--- src/rtl/fetch_pkg.sv ---
// Shared types and constants for the instruction fetch slice.
package fetch_pkg;

  localparam int XLEN = 32;
  localparam logic [XLEN-1:0] PC_STEP = 32'd4;

  typedef struct packed {
    logic [XLEN-1:0] pc;
    logic [XLEN-1:0] instr;
  } fq_entry_t;

  function automatic logic [XLEN-1:0] align_pc(input logic [XLEN-1:0] addr);
    return {addr[XLEN-1:2], 2'b00};
  endfunction

endpackage

--- src/rtl/fetch_queue.sv ---
// Circular fetch queue: push/pop/flush with occupancy count.
// DEPTH must be a power of two so the pointers wrap naturally.
module fetch_queue
  import fetch_pkg::*;
#(
  parameter int DEPTH = 4,
  parameter int CNT_W = $clog2(DEPTH) + 1
) (
  input  logic             clk,
  input  logic             reset,
  input  logic             flush,
  input  logic             push,
  input  logic             pop,
  input  fq_entry_t        wr_entry,
  output fq_entry_t        rd_entry,
  output logic [CNT_W-1:0] count
);

  localparam int PTR_W = $clog2(DEPTH);

  fq_entry_t        mem [DEPTH];
  logic [PTR_W-1:0] wr_ptr;
  logic [PTR_W-1:0] rd_ptr;
  logic             push_ok;
  logic             pop_ok;

  // Guards keep the queue consistent even if the caller misbehaves.
  assign pop_ok  = pop & (count != '0) & ~flush;
  assign push_ok = push & ((count != CNT_W'(DEPTH)) | pop_ok) & ~flush;

  assign rd_entry = mem[rd_ptr];

  always_ff @(posedge clk) begin
    if (push_ok) mem[wr_ptr] <= wr_entry;
  end

  always_ff @(posedge clk or posedge reset) begin
    if (reset) begin
      wr_ptr <= '0;
      rd_ptr <= '0;
      count  <= '0;
    end else if (flush) begin
      wr_ptr <= '0;
      rd_ptr <= '0;
      count  <= '0;
    end else begin
      if (push_ok) wr_ptr <= wr_ptr + PTR_W'(1);
      if (pop_ok)  rd_ptr <= rd_ptr + PTR_W'(1);
      case ({push_ok, pop_ok})
        2'b10:   count <= count + CNT_W'(1);
        2'b01:   count <= count - CNT_W'(1);
        default: count <= count;
      endcase
    end
  end

endmodule

--- src/rtl/fetch_unit.sv ---
// Fetch unit: PC register, push/redirect control and the fetch queue.
// Define FETCH_PERF_EN to add saturating perf_fetched/perf_full_stall counters.
module fetch_unit
  import fetch_pkg::*;
#(
  parameter logic [31:0] RESET_PC = 32'h0000_0000,
  parameter int          FQ_DEPTH = 4
) (
  input  logic                      clk,
  input  logic                      reset,
  output logic [XLEN-1:0]           imem_addr,
  input  logic [XLEN-1:0]           imem_instr,
  input  logic                      redirect_valid,
  input  logic [XLEN-1:0]           redirect_pc,
  output logic                      fq_valid,
  output logic [XLEN-1:0]           fq_pc,
  output logic [XLEN-1:0]           fq_instr,
  input  logic                      fq_ready,
  output logic [$clog2(FQ_DEPTH):0] fq_count
`ifdef FETCH_PERF_EN
  ,
  output logic [31:0]               perf_fetched,
  output logic [31:0]               perf_full_stall
`endif
);

  localparam int              CNT_W       = $clog2(FQ_DEPTH) + 1;
  localparam logic [XLEN-1:0] RESET_PC_AL = align_pc(RESET_PC);

  logic [XLEN-1:0]  pc;
  logic [CNT_W-1:0] count;
  logic             full;
  logic             push;
  logic             pop;
  fq_entry_t        wr_entry;
  fq_entry_t        rd_entry;

  assign full     = (count == CNT_W'(FQ_DEPTH));
  assign fq_valid = (count != '0) & ~redirect_valid;
  assign pop      = fq_valid & fq_ready;
  // A pop frees a slot in the same cycle, so a full queue still streams.
  assign push     = ~redirect_valid & (~full | pop);

  assign imem_addr = pc;
  assign wr_entry  = '{pc: pc, instr: imem_instr};
  assign fq_pc     = rd_entry.pc;
  assign fq_instr  = rd_entry.instr;
  assign fq_count  = count;

  always_ff @(posedge clk or posedge reset) begin
    if (reset) begin
      pc <= RESET_PC_AL;
    end else if (redirect_valid) begin
      pc <= align_pc(redirect_pc);
    end else if (push) begin
      pc <= pc + PC_STEP;
    end
  end

  fetch_queue #(
    .DEPTH (FQ_DEPTH),
    .CNT_W (CNT_W)
  ) u_queue (
    .clk      (clk),
    .reset    (reset),
    .flush    (redirect_valid),
    .push     (push),
    .pop      (pop),
    .wr_entry (wr_entry),
    .rd_entry (rd_entry),
    .count    (count)
  );

`ifdef FETCH_PERF_EN
  function automatic logic [31:0] sat_inc(input logic [31:0] v);
    return (v == 32'hFFFF_FFFF) ? v : v + 32'd1;
  endfunction

  always_ff @(posedge clk or posedge reset) begin
    if (reset) begin
      perf_fetched    <= '0;
      perf_full_stall <= '0;
    end else begin
      if (push)        perf_fetched    <= sat_inc(perf_fetched);
      if (full & ~pop) perf_full_stall <= sat_inc(perf_full_stall);
    end
  end
`endif

endmodule
--- config.mk ---
export PLATFORM = sky130hd
export DESIGN_NAME = fetch_unit
export DESIGN_NICKNAME = d
export VERILOG_FILES = /design/src/rtl/fetch_pkg.sv /design/src/rtl/fetch_queue.sv /design/src/rtl/fetch_unit.sv
export SDC_FILE = /design/constraint.sdc
export NUM_CORES = 1
export LEC_CHECK = 0
export BUFFER_PORTS_ARGS = -buffer_cell sky130_fd_sc_hd__buf_2
export CAP_MARGIN = 25
export CORE_UTILIZATION = 44
export DETAILED_ROUTE_END_ITERATION = 8
export PLACE_DENSITY = 0.61
export RECOVER_POWER = 25
export SLEW_MARGIN = 25
export SYNTH_ARGS = -nofsm -noshare
export SYNTH_HDL_FRONTEND = slang
export SYNTH_SLANG_ARGS = --single-unit
--- constraint.sdc ---
create_clock -name clk -period 4.5 [get_ports clk]
set_clock_uncertainty 0.15 [all_clocks]
set_input_delay 0 -clock clk [delete_from_list [all_inputs] [get_ports clk]]
set_output_delay 0 -clock clk [all_outputs]
set_load 0.01 [all_outputs]
==> results of run 1 <==
flip-flops by register name, indices dropped and copies added (netlist names):
| register | flops |
|---|---|
| u_queue.mem | 248 |
| imem_addr | 30 |
| u_queue.count | 3 |
| u_queue.rd_ptr | 2 |
| u_queue.wr_ptr | 2 |
cell usage after synthesis, drive strengths merged:
master / count / area, sq um
a211oi: 1 / 12.5
a21oi: 6 / 41.3
a22oi: 1 / 7.51
and2: 7 / 45.1
and2b: 1 / 7.51
and3: 4 / 26.3
and4: 1 / 8.76
buf: 12 / 75.1
clkbuf: 15 / 56.3
conb: 1 / 3.75
dfrtp: 37 / 926
edfxtp: 248 / 7450
ha: 7 / 87.6
inv: 9 / 33.8
mux2: 2 / 22.5
mux2i: 2 / 20.0
mux4: 62 / 1400
nand2: 41 / 154
nand2b: 2 / 15.0
nand3: 18 / 113
nand4: 11 / 75.1
nor2: 15 / 56.3
nor3: 3 / 15.0
nor4: 4 / 70.1
o21ai: 27 / 135
or4: 1 / 7.51
xnor2: 8 / 70.1
xor2: 24 / 210
cells by family (layout without fill, tap and decap cells):
family                     Yosys count  after routing
DFF                                285            285
and+or+nand+nor                    108            108
muxes                               66             66
buffers and inverters               36            337
AOI/OAI and AO/OA                   35             35
xor gates and xnor gates            32             32
adders and majority gates            7              7
other                                1              4
worst paths after layout:
check	startpoint	to	slack, ns	cells past startpoint
hold reg to reg	u_queue.wr_ptr[1]	u_queue.wr_ptr[1]	0.45	2
setup reg to reg	u_queue.count[0]	u_queue.mem[3][11]	1.55	6
hold / removal	redirect_pc[27]	imem_addr[27]	0.09	3
min in group asynchronous	reset	imem_addr[7]	0.55	5
setup / recovery	u_queue.count[0]	u_queue.mem[3][11]	1.55	6
max in group asynchronous	reset	u_queue.rd_ptr[1]	3.25	5
per-stage QoR:
step | power [mW] | setup slack [ns] | hold slack, ns
after floorplan | 4.25 | 1.03 | -0.0511
after CTS | 7.11 | 1.36 | 0.0575
final | 7.03 | 1.55 | 0.0913
after global routing | 7.34 | 1.37 | 0.0955
after detailed placement | 4.79 | 1.52 | 0.00388
after global placement | 4.76 | 1.67 | -0.0116
cell type report:
| class | instances | area share [%] |
|---|---|---|
| Timing Repair Buffer | 277 | 13.5 |
| Clock buffer | 40 | 5.52 |
| Inverter | 9 | 0.237 |
| Multi-Input combinational cell | 252 | 18.4 |
| Clock inverter | 11 | 0.685 |
| Sequential cell | 285 | 58.8 |
| Tap cell | 324 | 2.85 |
critical path, cell delays in order, from the launching register on:
cell     delay (ns)
dfrtp_1        0.42
inv_1          0.08
ha_1           0.25
and2_2         0.24
and2_1         0.26
nor2_1         0.28
and2_4         0.86
where the power goes:
group	switching [mW]	leakage [nW]	internal, mW
Sequential	0.250	2.74	3.16
Combinational	0.655	1.83	0.728
Clock	0.915	0.432	1.32
Total	1.82	4.99	5.21
per-layer routing:
layer / wire (um) / track usage, % / share of wire [%] / up-vias
li1: - / - / - / 2819
met1: 9770 / 24.5 / 43 / 3142
met4: 326 / 4.07 / 1.4 / 0
met3: 1480 / 3.18 / 6.5 / 29
met2: 11300 / 30.6 / 49 / 238
met5: 0 / 0 / 0 / -
repair_timing:
action	4_1_cts	5_1_grt
endpoints found under the setup margin	0	0
hold buffers	112	0
hold endpoints to repair	202	0
==> out/metrics.csv, run 1 <==
stage;metric;value;unit
floorplanning;die height;161;um
clock_network;# Post-CTS Setup Buffers;0;
clock_network;CTS tree;built;
finish;area delta synth->final;27.9;%
pwr;Peak VDD IR;0.252;mV
grt;largest net degree at the start of global routing;69;
floorplanning;I/O pins;168;
finish;filler cell count;1851;
yosys;Synth Area in Adders;0.786;%
routing;WL per Instance;19.1;um
routing;Routed WL;22800;um
clock_network;Max H-tree Level;1;
floorplanning;Die X;161;um
yosys;Compound-Gate Fraction of Synth Area;1.76;%
finish;Multi-input gate area;0.00263;sq mm
routing;DR pass1 iterations;5;
grt;grt ovf;0;
clock_network;clock slew at the register clock pins of the worst setup and hold paths;0.06;ns
sta;Slew Viols, Final;0;
sta;count of final hold-check violations;0;
worst_setup_path;Worst EP required;4.49;ns
routing;Via density;5.20;
pwr;P per Cell Area;493;mW/mm^2
placement;detailed placement HPWL;12900;um
sta;fin crit period;2.95;ns
run;MaxCap Viol Count;0;
placement;Buffers on Ports;161;
finish;commonest non-fill, non-tap cell in the layout;edfxtp_1;
yosys;Synth Register Bits;285;
placement;Cells after DPL;1035;
placement;RePlAce Congestion;0.808;
routing;vias;6228;
floorplanning;area of the die;0.0260;sq mm
routing;post-route ant nets;0;
sta;relative slew slack;31.9;%
grt;number of global-route vias before repair;6625;
worst_setup_path;CP startpoint kind;flip-flop;
finish;share of cells above drive strength 1;28.8;%
placement;Placement Cell Area;0.0123;sq mm
floorplanning;core area;0.0246;sq mm
finish;post-route insts no fill;1198;
yosys;Syn Std Cell Area;0.0111;sq mm
sta;FMAX;338;MHz
sta;Final period util;65.7;%
sta;Least-Margin Pin Slew;1.02;ns
run_status;status;completed;
yosys;yosys warns;0;
yosys;Post-Synthesis Cells;570;
sta;# setup viols final;0;
grt;antenna violations before repair;0;
routing;Residual DRC;0;
yosys;Netlist cell types;40;
floorplanning;Initial Utilization;45.3;%
sta;RSZ-0062 raised after global routing;no;
yosys;simple logic cell fraction of the synthesized area;5.32;%
finish;highest-count cells in the layout ignoring fill and taps;edfxtp_1, buf_2, dlygate4sd3_1;
finish;Seq. cell area;0.00838;sq mm
finish;final instance area;0.0142;sq mm
clock_network;TritonCTS buffer count;28;
clock_network;post-CTS sizing;0;
worst_setup_path;crit path max fanout;62;
floorplanning;standard-cell rows;57;
sta;setup TNS;0;ns
hold_path;worst hold path type;in2reg;
finish;layout net count;928;
worst_setup_path;WS Path Type;reg2reg;
clock_network;CTS Buffer Depth;3;
grt;first-pass GRT wire length;36200;um
yosys;Seq/Total Area, Yosys;75.2;%
worst_setup_path;CP Capture Type;flip-flop;
pwr;leakage;4.99;nW
clock_network;root buffer cell;clkbuf_16;
yosys;Synth Area in XOR/XNOR;2.52;%
routing;DRT iter0 DRCs;462;
grt;Tot GR Track Use;18.1;%
yosys;main combinational cell family by area after synthesis;multiplexers;
clock_network;worst skew pair latency;0.52;ns
yosys;multiplexer share of the synthesized area;12.9;%
yosys;syn_area_per_cell;19.5;sq um
finish;Finished Core Util;57.9;%
finish;n_diodes;0;
clock_network;CTS sink cnt;285;
worst_setup_path;Arrival @ worst endpoint;2.95;ns
No activity file was read; power rests on OpenSTA's default activity.
==> run 2, diff against run 1 <==
==> constraint.sdc (replaced) <==
create_clock -name clk -period 2.88 [get_ports clk]
set_clock_uncertainty 0.15 [all_clocks]
set_input_delay 0 -clock clk [delete_from_list [all_inputs] [get_ports clk]]
set_output_delay 0 -clock clk [all_outputs]
set_load 0.01 [all_outputs]
==> out/metrics.csv, run 2 (synthesized netlist as in run 1, its figures left out) <==
stage;metric;value;unit;change
worst_setup_path;Slowest Stage Delay on Critical Path;0.56;ns;was 0.86 ns
routing;Routed WL;23400;um;was 22800 um
worst_setup_path;Cell Chain, Critical Path;inv_1 > ha_1 > and2_2 > a21oi_4 > nand4_2 > or4_1 > nand3_1 > dlygate4sd3_1;;was inv_1 > ha_1 > and2_2 > and2_1 > nor2_1 > and2_4
worst_setup_path;crit path max fanout;7;;was 62
finish;n_diodes;0;;unchanged
pwr;Peak VDD IR;0.441;mV;was 0.252 mV
sta;WHS;0.0933;ns;was 0.0913 ns
worst_setup_path;reg-to-reg endpoint;imem_addr[29];;was u_queue.mem[3][11]
sta;# setup viols final;0;;unchanged
finish;area delta synth->final;28.0;%;was 27.9%
clock_network;TritonCTS buffer count;29;;was 28
finish;layout net count;925;;was 928
finish;Finished Core Util;57.9;%;about the same
pwr;leakage;5.01;nW;was 4.99 nW
floorplanning;area of the die;0.0260;sq mm;unchanged
floorplanning;core area;0.0246;sq mm;unchanged
grt;routing usage on met2;30.4;%;was 30.6%
run_status;status;completed;;unchanged
worst_setup_path;R2R depth;8;;was 6
routing;Residual DRC;0;;unchanged
grt;largest net degree at the start of global routing;68;;was 69
floorplanning;Initial Utilization;45.3;%;unchanged
worst_setup_path;CP startpoint kind;flip-flop;;unchanged
finish;final instance area;0.0143;sq mm;was 0.0142 sq mm
finish;share of cells above drive strength 1;30.7;%;was 28.8%
routing;Via density;5.21;;was 5.20
routing;DRT iter0 DRCs;314;;was 462
clock_network;CTS tree;built;;unchanged
worst_setup_path;delay-heaviest family, CP;simple AND/OR/NAND/NOR gates;;unchanged
worst_setup_path;worst reg-to-reg setup slack;0.09;ns;was 1.55 ns
grt;M1 GR Usage;25.4;%;was 24.5%
grt;gr busiest metal;met2;;unchanged
grt;grt ovf;0;;unchanged
grt;met3 global-route usage;3.36;%;was 3.18%
placement;RePlAce Congestion;0.795;;was 0.808
worst_setup_path;CP bufs+invs;2;;was 1
sta;count of final hold-check violations;0;;unchanged
clock_network;Max H-tree Level;1;;unchanged
sta;relative slew slack;35.0;%;was 31.9%
worst_setup_path;WS Path Type;reg2reg;;unchanged
pwr;P per Cell Area;774;mW/mm^2;was 493 mW/mm^2
routing;post-route ant nets;0;;unchanged
routing;DR pass1 iterations;5;;unchanged
sta;fin crit period;2.79;ns;was 2.95 ns
routing;WL per Instance;19.6;um;was 19.1 um
worst_setup_path;CP max-delay cell;dlygate4sd3_1;;was and2_4
grt;first-pass GRT wire length;36400;um;was 36200 um
finish;max reg flops;248;;unchanged
worst_setup_path;CP endpoint;imem_addr[29];;was u_queue.mem[3][11]
pwr;Power, Total;11.0;mW;was 7.03 mW
placement;Placement Cell Area;0.0124;sq mm;was 0.0123 sq mm
grt;number of global-route vias before repair;6626;;was 6625
finish;largest register by flop count;u_queue.mem;;unchanged
worst_setup_path;RR Startpoint;u_queue.count[0];;unchanged
placement;pre-CTS setup slack;0.302;ns;was 1.52 ns
worst_setup_path;CP Capture Type;flip-flop;;unchanged
worst_setup_path;Crit. Startpoint;u_queue.count[0];;unchanged
sta;Least-Margin Pin Slew;0.975;ns;was 1.02 ns
clock_network;CTS sink cnt;285;;unchanged
hold_path;worst hold path type;in2reg;;unchanged
floorplanning;die height;161;um;unchanged
worst_setup_path;Arrival @ worst endpoint;3.10;ns;was 2.95 ns
run;MaxCap Viol Count;0;;unchanged
finish;commonest non-fill, non-tap cell in the layout;edfxtp_1;;unchanged
floorplanning;standard-cell rows;57;;unchanged
clock_network;root buffer cell;clkbuf_16;;unchanged
sta;FMAX;358;MHz;was 338 MHz
sta;Slew Viols, Final;0;;unchanged
worst_setup_path;Levels on crit path;8;;was 6
routing;vias;6221;;was 6228
placement;Buffers on Ports;161;;unchanged
floorplanning;I/O pins;168;;unchanged
worst_setup_path;Worst EP required;3.19;ns;was 4.49 ns
sta;RSZ-0062 raised after global routing;yes;;was no
clock_network;CTS Buffer Depth;3;;unchanged
clock_network;worst skew pair latency;0.53;ns;was 0.52 ns
floorplanning;Die X;161;um;unchanged
placement;detailed placement HPWL;14400;um;was 12900 um
clock_network;clock slew at the register clock pins of the worst setup and hold paths;0.06;ns;about the same
sta;Final WS setup;0.0860;ns;was 1.55 ns
sta;Final period util;97.0;%;was 65.7%
grt;antenna violations before repair;0;;unchanged
grt;Tot GR Track Use;18.3;%;was 18.1%
finish;highest-count cells in the layout ignoring fill and taps;edfxtp_1, buf_2, dlygate4sd3_1;;unchanged
-- run 2: area by class of cell --
cell class	instances	area, sq um
inverters	9	33.8
clock buffers	35	748
multi-input cells	252	2630
repair buffers	273	1930
flip-flops and latches	285	8380
clock inverters	16	126
fillers	1908	10300
well taps	324	405
-- run 2: through the flow --
step	instances	TNS [ns]
3_5_place_dp	1046	0
4_1_cts	1192	0
5_1_grt	1194	-0.0484
3_3_place_gp	1046	0
2_1_floorplan	573	0
6_report	1194	0
-- run 2: report_power, final --
group          internal, mW  switching, mW  leakage [nW]  total, mW
sequential             4.93          0.343          2.74       5.27
clock                  2.01           1.45         0.425       3.46
combinational          1.19           1.11          1.85       2.30
-- run 2: how the worst min path moves through the flow --
stage / startpoint / to / slack [ns] / cells after the start
after floorplan: imem_instr[0] / u_queue.mem[0][0] / -0.05 / 0
after global placement: redirect_pc[3] / imem_addr[3] / 0.06 / 3
after detailed placement: redirect_pc[4] / imem_addr[4] / 0.07 / 3
after CTS: imem_instr[11] / u_queue.mem[2][11] / 0.06 / 2
after global routing: redirect_pc[19] / imem_addr[19] / 0.09 / 4
final: redirect_pc[10] / imem_addr[10] / 0.09 / 4
-- run 2: repair_timing --
action / in CTS / in global routing
hold buffers: 95 / 1
hold endpoints to repair: 204 / 24
endpoints found under the setup margin: 0 / 7
setup buffers: 0 / 1
gates resized for setup: 0 / 2
-- run 2: layer usage --
metal / up-vias / part of all wire [%]
li1: 2811 / -
met1: 3176 / 44
met2: 204 / 49
met3: 30 / 5.9
met4: 0 / 1.4
met5: - / 0
-- run 2: worst register-to-register path: cells and delay by family, from the launching register on --
family                   cells  cell delay [ns]
AND/OR/NAND/NOR              4             1.04
buffers and inverters        2             0.62
flip-flops                   1             0.40
AO/OA/AOI/OAI                1             0.27
adder cells (fa/ha/maj)      1             0.24
==> run 3, diff against run 2 <==
--- a/config.mk
+++ b/config.mk
@@ -7,9 +7,9 @@
 export LEC_CHECK = 0
 export BUFFER_PORTS_ARGS = -buffer_cell sky130_fd_sc_hd__buf_2
 export CAP_MARGIN = 25
-export CORE_UTILIZATION = 44
+export CORE_UTILIZATION = 55
 export DETAILED_ROUTE_END_ITERATION = 8
-export PLACE_DENSITY = 0.61
+export PLACE_DENSITY = 0.79
 export RECOVER_POWER = 25
 export SLEW_MARGIN = 25
 export SYNTH_ARGS = -nofsm -noshare
==> out/metrics.csv, run 3 (synthesized netlist as in run 1, its figures left out) <==
stage;metric;value;unit;change
run_status;status;completed;;unchanged
placement;detailed placement HPWL;14100;um;was 14400 um
grt;largest net degree at the start of global routing;68;;unchanged
floorplanning;Initial Utilization;56.7;%;was 45.3%
worst_setup_path;RR Startpoint;u_queue.count[0];;unchanged
finish;share of cells above drive strength 1;30.9;%;was 30.7%
floorplanning;Die X;144;um;was 161 um
worst_setup_path;crit path max fanout;9;;was 7
pwr;P per Cell Area;775;mW/mm^2;was 774 mW/mm^2
hold_path;worst hold path type;in2reg;;unchanged
floorplanning;die height;144;um;was 161 um
finish;commonest non-fill, non-tap cell in the layout;edfxtp_1;;unchanged
clock_network;clock slew at the register clock pins of the worst setup and hold paths;0.06;ns;about the same
clock_network;CTS tree;built;;unchanged
worst_setup_path;R2R depth;9;;was 8
floorplanning;I/O pins;168;;unchanged
worst_setup_path;CP max-delay cell;dlygate4sd3_1;;unchanged
worst_setup_path;Levels on crit path;9;;was 8
finish;layout net count;924;;was 925
finish;max reg flops;248;;unchanged
sta;# setup viols final;0;;unchanged
pwr;Peak VDD IR;0.507;mV;was 0.441 mV
sta;relative slew slack;39.8;%;was 35.0%
placement;Buffers on Ports;161;;unchanged
grt;antenna violations before repair;0;;unchanged
clock_network;# Post-CTS Setup Buffers;0;;unchanged
grt;grt ovf;0;;unchanged
floorplanning;standard-cell rows;51;;was 57
placement;Cells after DPL;990;;was 1046
finish;filler cell count;1184;;was 1908
grt;first-pass GRT wire length;36400;um;about the same
clock_network;worst skew pair latency;0.52;ns;was 0.53 ns
routing;Via density;5.68;;was 5.21
worst_setup_path;CP startpoint kind;flip-flop;;unchanged
worst_setup_path;WS Path Type;reg2reg;;unchanged
clock_network;CTS sink cnt;285;;unchanged
clock_network;Max H-tree Level;1;;unchanged
routing;DRT iter0 DRCs;401;;was 314
floorplanning;area of the die;0.0208;sq mm;was 0.0260 sq mm
sta;count of final hold-check violations;0;;unchanged
sta;Slew Viols, Final;0;;unchanged
finish;largest register by flop count;u_queue.mem;;unchanged
clock_network;TritonCTS buffer count;27;;was 29
sta;WHS;0.112;ns;was 0.0933 ns
routing;Residual DRC;0;;unchanged
grt;Tot GR Track Use;23.7;%;was 18.3%
sta;Final period util;96.0;%;was 97.0%
hold_path;WHS Path Cells;4;;unchanged
routing;DR pass1 iterations;5;;unchanged
worst_setup_path;delay-heaviest family, CP;buffers and inverters;;was simple AND/OR/NAND/NOR gates
worst_setup_path;Arrival @ worst endpoint;3.02;ns;was 3.10 ns
routing;vias;6435;;was 6221
clock_network;root buffer cell;clkbuf_16;;unchanged
worst_setup_path;Cell Chain, Critical Path;inv_1 > ha_1 > and2_2 > a21oi_2 > buf_4 > nand4_1 > xor2_1 > o21ai_1 > dlygate4sd3_1;;was inv_1 > ha_1 > and2_2 > a21oi_4 > nand4_2 > or4_1 > nand3_1 > dlygate4sd3_1
floorplanning;core area;0.0197;sq mm;was 0.0246 sq mm
finish;area delta synth->final;27.5;%;was 28.0%
worst_setup_path;worst reg-to-reg setup slack;0.11;ns;was 0.09 ns
finish;Seq. cell area;0.00838;sq mm;about the same
hold_path;Hold Startpoint;redirect_pc[4];;was redirect_pc[10]
routing;Routed WL;24200;um;was 23400 um
worst_setup_path;reg-to-reg endpoint;imem_addr[16];;was imem_addr[29]
clock_network;CTS Buffer Depth;3;;unchanged
sta;setup TNS;0;ns;unchanged
placement;RePlAce Congestion;0.881;;was 0.795
run;MaxCap Viol Count;0;;unchanged
pwr;leakage;5.02;nW;was 5.01 nW
routing;WL per Instance;21.4;um;was 19.6 um
sta;FMAX;362;MHz;was 358 MHz
worst_setup_path;CP bufs+invs;3;;was 2
finish;Multi-input gate area;0.00263;sq mm;unchanged
worst_setup_path;Worst EP required;3.13;ns;was 3.19 ns
worst_setup_path;Slowest Stage Delay on Critical Path;0.59;ns;was 0.56 ns
hold_path;Worst Hold End;imem_addr[4];;was imem_addr[10]
grt;number of global-route vias before repair;6623;;was 6626
finish;n_diodes;0;;unchanged
finish;highest-count cells in the layout ignoring fill and taps;edfxtp_1, buf_2, dlygate4sd3_1;;unchanged
finish;post-route insts no fill;1133;;was 1194
finish;Finished Core Util;72.2;%;was 57.9%
routing;post-route ant nets;0;;unchanged
sta;fin crit period;2.77;ns;was 2.79 ns
worst_setup_path;CP Capture Type;flip-flop;;unchanged
sta;Least-Margin Pin Slew;0.898;ns;was 0.975 ns
run 3: cell types whose count changed in the layout (fill, tap and decap cells not counted), sizes merged:
| cell | delta |
|---|---|
| buf | +2 |
| clkinv | +3 |
| bufinv | +1 |
| dlygate4sd3 | -1 |
| inv | +1 |
| clkbuf | -7 |
| clkinvlp | -1 |
run 3: power breakdown:
group	leakage, nW	internal (mW)	switching (mW)
clock network	0.423	1.97	1.42
logic	1.86	1.20	1.13
registers	2.74	4.93	0.349
total	5.02	8.11	2.90
run 3: metal layers:
layer	track usage [%]	routed length, um	up-vias
met3	3.68	1830	49
met4	6.32	478	0
met2	40.8	12400	341
met1	31.7	9480	3238
met5	0	0	-
li1	-	-	2807
run 3: worst max path at each step:
stage                                 from                  to  slack (ns)
after floorplan           u_queue.count[0]   u_queue.mem[0][0]        0.09
after global placement    u_queue.count[0]   u_queue.mem[2][3]        0.50
after detailed placement  u_queue.count[0]  u_queue.mem[2][21]        0.39
after CTS                 u_queue.count[0]       imem_addr[16]        0.12
after global routing      u_queue.count[0]       imem_addr[16]      -0.003
final                     u_queue.count[0]       imem_addr[16]        0.11
run 3: tightest hold or removal path, delay by kind of cell:
kind	cells	cell delay (ns)
buf+inv	2	0.62
compound gates	1	0.08
simple gates	1	0.04
run 3: area by class of cell:
class	count	area share [%]
flip-flops and latches	285	59.0
clock inverters	20	1.21
multi-input cells	252	18.5
clock buffers	28	4.78
well taps	265	2.34
inverters	9	0.238
repair buffers	274	13.9
run 3: metrics by stage:
| step | area, sq um | setup WS [ns] | power (mW) |
|---|---|---|---|
| after floorplan | 11200 | 0.0860 | 6.63 |
| after global placement | 12400 | 0.498 | 7.52 |
| after detailed placement | 12400 | 0.390 | 7.59 |
| after CTS | 14200 | 0.123 | 11.1 |
| after global routing | 14200 | -0.00318 | 11.5 |
| final | 14200 | 0.114 | 11.0 |
run 3: what timing repair did:
action                                  CTS  global route
hold buffers                             94             1
endpoints found under the setup margin    0             6
gates resized for setup                   0             1
endpoints found under the hold margin   218            23
